===== src/rtl/bsg_fpu_minmax_reduce.sv =====
`default_nettype none
// ============================================================================
//  Module   : bsg_fpu_minmax_reduce
//  Purpose  : Streaming binary32 min/max reduction. Elements arrive on a
//             valid/ready input. Each element is folded into a running
//             minNum/maxNum accumulator. After the element flagged last has
//             been folded, one result beat is held on a valid/yumi output
//             until it is consumed.
//  Ports    : clk_i, reset_i          - clock, synchronous active-high reset
//             data_i, v_i, last_i     - element stream in
//             ready_o                 - element accepted when v_i & ready_o
//             min_o, max_o            - reduced minimum / maximum
//             count_o                 - elements accepted (saturating)
//             invalid_o               - sticky signalling-NaN seen
//             v_o, yumi_i             - result valid / result consumed
//             min_idx_o, max_idx_o    - argmin/argmax, only when the macro
//                                       BSG_FPU_MINMAX_REDUCE_ARGIDX_EN is
//                                       defined
//  Revision : 1.0  initial release
// ============================================================================
module bsg_fpu_minmax_reduce #(
    parameter int cnt_width_p = 16
) (
    input  logic                   clk_i,
    input  logic                   reset_i,
    input  logic [31:0]            data_i,
    input  logic                   v_i,
    input  logic                   last_i,
    output logic                   ready_o,
    output logic [31:0]            min_o,
    output logic [31:0]            max_o,
    output logic [cnt_width_p-1:0] count_o,
    output logic                   invalid_o,
    output logic                   v_o,
    input  logic                   yumi_i
`ifdef BSG_FPU_MINMAX_REDUCE_ARGIDX_EN
    ,
    output logic [cnt_width_p-1:0] min_idx_o,
    output logic [cnt_width_p-1:0] max_idx_o
`endif
);

    localparam logic [31:0] C_QNAN     = 32'h7FC0_0000;
    localparam logic [0:0]  C_ST_ACCUM = 1'b0;
    localparam logic [0:0]  C_ST_DONE  = 1'b1;

    // ------------------------------------------------------------------
    // Classification and minNum/maxNum helpers
    // ------------------------------------------------------------------
    function automatic logic f_is_nan(input logic [31:0] x);
        return (x[30:23] == 8'hFF) && (x[22:0] != 23'd0);
    endfunction

    function automatic logic f_is_snan(input logic [31:0] x);
        return f_is_nan(x) && !x[22];
    endfunction

    function automatic logic f_is_zero(input logic [31:0] x);
        return x[30:0] == 31'd0;
    endfunction

    // Strict a < b on non-NaN operands that are not both zero. Differing
    // signs decide directly. Otherwise the magnitude order is inverted
    // for negatives. Denormals order correctly by raw bit pattern.
    function automatic logic f_lt(input logic [31:0] a, input logic [31:0] b);
        if (a[31] != b[31])
            return a[31];
        else if (!a[31])
            return a[30:0] < b[30:0];
        else
            return a[30:0] > b[30:0];
    endfunction

    function automatic logic [31:0] f_fmin(input logic [31:0] a, input logic [31:0] b);
        if (f_is_nan(a) && f_is_nan(b)) return C_QNAN;
        if (f_is_nan(a))                return b;
        if (f_is_nan(b))                return a;
        if (f_is_zero(a) && f_is_zero(b))
            return {a[31] | b[31], 31'd0};
        return f_lt(b, a) ? b : a;
    endfunction

    function automatic logic [31:0] f_fmax(input logic [31:0] a, input logic [31:0] b);
        if (f_is_nan(a) && f_is_nan(b)) return C_QNAN;
        if (f_is_nan(a))                return b;
        if (f_is_nan(b))                return a;
        if (f_is_zero(a) && f_is_zero(b))
            return {a[31] & b[31], 31'd0};
        return f_lt(a, b) ? b : a;
    endfunction

    // ------------------------------------------------------------------
    // Control FSM
    // ------------------------------------------------------------------
    logic [0:0] r_state;
    logic [0:0] w_state_next;
    logic       w_accept;
    logic       w_reinit;

    always_ff @(posedge clk_i) begin
        if (reset_i)
            r_state <= C_ST_ACCUM;
        else
            r_state <= w_state_next;
    end

    always_comb begin
        w_state_next = r_state;
        case (r_state)
            C_ST_ACCUM: if (w_accept && last_i) w_state_next = C_ST_DONE;
            C_ST_DONE:  if (yumi_i)             w_state_next = C_ST_ACCUM;
            default:                            w_state_next = C_ST_ACCUM;
        endcase
    end

    // Handshake outputs decode the state register alone, so ready_o
    // never depends on v_i and v_o has no path from the data input.
    always_comb begin
        ready_o = 1'b0;
        v_o     = 1'b0;
        case (r_state)
            C_ST_ACCUM: ready_o = 1'b1;
            C_ST_DONE:  v_o     = 1'b1;
            default:    ready_o = 1'b0;
        endcase
    end

    assign w_accept = v_i & ready_o;
    // Consuming the result restarts the accumulator. ready_o is low in
    // DONE, so no element can be taken in that same cycle.
    assign w_reinit = (r_state == C_ST_DONE) & yumi_i;

    // ------------------------------------------------------------------
    // Accumulator datapath
    // ------------------------------------------------------------------
    logic [31:0]            r_acc_min;
    logic [31:0]            r_acc_max;
    logic [cnt_width_p-1:0] r_count;
    logic                   r_invalid;
    logic [31:0]            w_min_fold;
    logic [31:0]            w_max_fold;
    logic [cnt_width_p-1:0] w_count_inc;

    assign w_min_fold  = f_fmin(r_acc_min, data_i);
    assign w_max_fold  = f_fmax(r_acc_max, data_i);
    assign w_count_inc = (&r_count) ? r_count
                                    : r_count + {{(cnt_width_p-1){1'b0}}, 1'b1};

    always_ff @(posedge clk_i) begin
        if (reset_i || w_reinit) begin
            r_acc_min <= C_QNAN;
            r_acc_max <= C_QNAN;
            r_count   <= '0;
            r_invalid <= 1'b0;
        end else if (w_accept) begin
            r_acc_min <= w_min_fold;
            r_acc_max <= w_max_fold;
            r_count   <= w_count_inc;
            r_invalid <= r_invalid | f_is_snan(data_i);
        end
    end

    assign min_o     = r_acc_min;
    assign max_o     = r_acc_max;
    assign count_o   = r_count;
    assign invalid_o = r_invalid;

`ifdef BSG_FPU_MINMAX_REDUCE_ARGIDX_EN
    // The index follows any bitwise change of the accumulator. Because
    // ties keep the accumulator, the index names the earliest element
    // equal to the result. A -0 replacing +0 is a bitwise change, so it
    // moves the index. All-ones marks a result that is still the init qNaN.
    logic [cnt_width_p-1:0] r_min_idx;
    logic [cnt_width_p-1:0] r_max_idx;

    always_ff @(posedge clk_i) begin
        if (reset_i || w_reinit) begin
            r_min_idx <= '1;
            r_max_idx <= '1;
        end else if (w_accept) begin
            if (w_min_fold != r_acc_min) r_min_idx <= r_count;
            if (w_max_fold != r_acc_max) r_max_idx <= r_count;
        end
    end

    assign min_idx_o = r_min_idx;
    assign max_idx_o = r_max_idx;
`endif

endmodule
`default_nettype wire


===== config.mk =====
export PLATFORM = sky130hd
export DESIGN_NAME = bsg_fpu_minmax_reduce
export DESIGN_NICKNAME = d
export VERILOG_FILES = /design/src/rtl/bsg_fpu_minmax_reduce.sv
export SDC_FILE = /design/constraint.sdc
export NUM_CORES = 1
export LEC_CHECK = 0
export ABC_AREA = 1
export CORE_MARGIN = 2
export CORE_UTILIZATION = 40
export CTS_CLUSTER_SIZE = 8
export DETAILED_ROUTE_END_ITERATION = 8
export PLACE_DENSITY = 0.74
export SYNTH_ARGS = -nofsm -noshare
export SYNTH_HDL_FRONTEND = slang
export SYNTH_SLANG_ARGS = --single-unit

===== constraint.sdc =====
create_clock -name clk_i -period 1.85 [get_ports clk_i]
set_input_delay 0.185 -clock clk_i [delete_from_list [all_inputs] [get_ports clk_i]]
set_output_delay 0.185 -clock clk_i [all_outputs]
set_load 0.005 [all_outputs]

==> out/results.tsv <==
stage	metric	value	unit
worst_setup_path	Worst path max stage delay	350	ps
worst_setup_path	Critical Path Fanout Max	8	
worst_setup_path	CP most frequent cell	nand2_1	
logic_synthesis	#FFs+latches synth	82	
drt	Via Count	7632	
global_routing	Total GRT Usage	26.6	%
worst_setup_path	CP Launch Type	flip-flop	
logic_synthesis	Warnings, synthesis	0	
logic_synthesis	post-synthesis sequential area ratio	26.9	%
logic_synthesis	Synth cell types	29	
global_routing	vias in the first global route	7209	
finish	fillcell total	1109	
sta	Worst-Margin Slew	367	ps
sta	fin. max-slew vios	0	
die	num rows	45	
drt	drt total wl	22.9	mm
logic_synthesis	Mapped Area	6100	um^2
global_routing	largest net degree at the start of global routing	45	
sta	max frequency	447	MHz
finish	final core occ	68.0	%
sta	slew margin rel.	75.5	%
global_routing	GR Overflow Total	0	
placed_design	gp weighted congestion	0.889	
worst_setup_path	CP max stage cell	dfxtp_1	
cts	CTS sink count	82	
finish	Layout Cells excl Fill	1465	
sta	Worst Clk Skew	5.59	ps
pwr	Pleak	5.12	nW
placed_design	HPWL after detailed placement	15.3	mm
finish	ratio of cells with drive above 1 in the final layout	35.6	%
die	I/O pin count	120	
flow_run	MaxCap Viol Count	0	
worst_setup_path	CP Capture Type	flip-flop	
cts	worst-skew pair later-pin latency	350	ps
finish	Final #Nets	1373	
cts	clock root buffer	clkbuf_16	
cts	total CTS buffers	9	
drt	Remaining DRCs	0	
finish	area taken by multi-input logic gates	4360	um^2
worst_setup_path	CP Data Arrival Time	2520	ps
sta	final worst path period share	121	%
placed_design	Inst Count DP	1429	
logic_synthesis	Mapped Cells	974	
drt	DR pass1 iterations	7	
cts	CTS tree	yes	
worst_hold_path	HP Class	primary input to flip-flop	
global_routing	first-pass GRT wire length	34.7	mm
cts	Max Root-Sink Buffers	2	
die	Core Region	15000	um^2
finish	Seq. cell area	1670	um^2
worst_setup_path	CP Cell Sequence	inv_1 -> ha_1 -> nand2_2 -> nor2_4 -> nand3_2 -> nor3_2 -> nand2_1 -> nand2_1 -> nand2_1 -> nand2_1 -> nand2_2 -> nand2_4 -> nand3_4 -> buf_16 -> nand2_2 -> inv_2 -> nor2_2	
finish	synthesis-to-finish area growth	67.7	%
die	effective utilization at floorplan	40.6	%
status	status	finished with violations	
worst_setup_path	CP Data Required Time	2130	ps
cts	hold_buf cts	0	
pwr	PD cells	1240	nW/um^2
sta	endpoints failing hold	0	
sta	RSZ-0062 raised after global routing	yes	
pwr	overall power	12.7	mW
pwr	maximum vdd drop	839	uV
logic_synthesis	syn nets	1076	
sta	final hold slack	379	ps
cts	Clock transition at path regs	60	ps
placed_design	port bufs	119	
drt	initial DRC count	600	
die	die width	127	um
die	Die Span Y	127	um
sta	Final setup violation count	64	
sta	crit path time final	2240	ps
die	DIE AREA	16300	um^2
cts	H-tree depth	3	
drt	antenna viol nets, final	0	
global_routing	initial antenna violation count	1	
worst_setup_path	Setup CP Type	flip-flop to flip-flop	
drt	WL per Instance	15.6	um
sta	final critical-path setup slack	-387	ps
status	failing checks	setup timing	
drt	Vias/cell	5.21	
logic_synthesis	Mean Syn Cell Area	6.26	um^2
==> power by group <==
part | switching [mW] | leakage [nW] | total [mW] | internal [mW]
logic | 4.02 | 4.28 | 8.05 | 4.03
clock network | 0.795 | 0.165 | 2.09 | 1.29
registers | 0.361 | 0.675 | 2.59 | 2.23
==> flip-flops by register name (all words and copies together), names as in the netlist <==
signal,flops
count_o,16
max_o,32
min_o,32
r_state,1
invalid_o,1
==> final timing paths <==
path / start / to / slack (ps) / depth (start not counted)
worst min-delay path: data_i[29] / min_o[29] / 380 / 3
worst min register to register: invalid_o / invalid_o / 450 / 2
worst max register to register: min_o[21] / min_o[14] / -390 / 17
worst max-delay path: min_o[21] / min_o[14] / -390 / 17
==> cells by family (layout without fill, tap and decap cells) <==
logic type               Yosys count  after routing  share of synthesized area (%)
AO/OA/AOI/OAI                     48             48                           4.14
XOR/XNOR                           2              2                          0.287
adder cells (fa/ha/maj)           65             65                           13.3
buffers and inverters            228            530                           15.1
flip-flops                        82             82                           26.9
other                              0              1                              0
AND/OR/NAND/NOR                  549            549                           40.2
==> worst max-delay path, delay by kind of cell, from the launching register on <==
family / cells / cell delay, ps
adder cells (fa/ha/maj): 1 / 280
buffers and inverters: 3 / 320
AND/OR/NAND/NOR: 13 / 1210
flip-flops: 1 / 350
==> cell usage after synthesis, drive strengths merged <==
| library cell | n | area, um^2 |
|---|---|---|
| nand2 | 288 | 1100 |
| inv | 191 | 717 |
| nor2 | 99 | 382 |
| nand4 | 92 | 576 |
| dfxtp | 82 | 1640 |
| ha | 65 | 813 |
| nand3 | 44 | 245 |
| a21oi | 33 | 165 |
| buf | 24 | 155 |
| nor3 | 14 | 70.1 |
| clkbuf | 13 | 48.8 |
| o21ai | 10 | 50.1 |
| nor4 | 6 | 43.8 |
| a21o | 4 | 30.0 |
| nand3b | 2 | 15.0 |
| or2 | 2 | 12.5 |
| xor2 | 2 | 17.5 |
| and3 | 1 | 6.26 |
| nor3b | 1 | 7.51 |
| o21a | 1 | 7.51 |
==> cells in the final DEF (no fill, tap or decap), types with 3 or more instances in the layout <==
| master | count |
|---|---|
| buf_12 | 10 |
| buf_4 | 184 |
| dfxtp_1 | 57 |
| nand4_1 | 92 |
| nor2_4 | 7 |
| a21oi_2 | 5 |
| dlygate4sd2_1 | 29 |
| clkbuf_8 | 3 |
| nand3_2 | 5 |
| nor3_1 | 10 |
| buf_16 | 3 |
| o21ai_0 | 10 |
| nor2_1 | 70 |
| inv_1 | 123 |
| nor3_2 | 4 |
| nand3_1 | 37 |
| ha_4 | 23 |
| nor2_2 | 22 |
| buf_6 | 5 |
| nand2_1 | 222 |
| clkdlybuf4s50_1 | 89 |
| dfxtp_2 | 25 |
| clkbuf_16 | 9 |
| inv_2 | 68 |
| a21oi_1 | 27 |
| nand2_4 | 34 |
| nand2_2 | 32 |
| a21o_1 | 4 |
| ha_1 | 41 |
==> layer usage <==
layer / global-route usage, % / wire, um / part of all wire, %
met2: 43.5 / 10700 / 47
met4: 12.1 / 809 / 3.5
met3: 5.07 / 1740 / 7.6
met5: 0 / 0 / 0
met1: 34.0 / 9610 / 42
==> final cells by class <==
| type | instances | share of cell area (%) |
|---|---|---|
| sequential | 82 | 16.4 |
| multi-input combinational | 664 | 42.6 |
| clock buffer | 12 | 2.61 |
| antenna | 1 | 0.0245 |
| tap | 188 | 2.30 |
| timing repair buffer | 323 | 28.4 |
| clock inverter | 4 | 0.709 |
| inverter | 191 | 7.01 |
==> per-stage QoR <==
step / instance area [um^2] / worst slack, ps / TNS (ps)
2_1_floorplan: 6160 / -93.6 / -2700
3_3_place_gp: 8910 / -811 / -46390
3_5_place_dp: 8910 / -928 / -50330
4_1_cts: 9740 / -330 / -18560
5_1_grt: 10200 / -531 / -31130
6_report: 10200 / -387 / -22500
==> timing repair <==
item                       CTS  global route
pin swaps                   47            53
resized for setup          140            98
buffers inserted            12             8
gates cloned                 3             0
setup endpoints to repair   64            68
(Power assumes the default switching activity.)
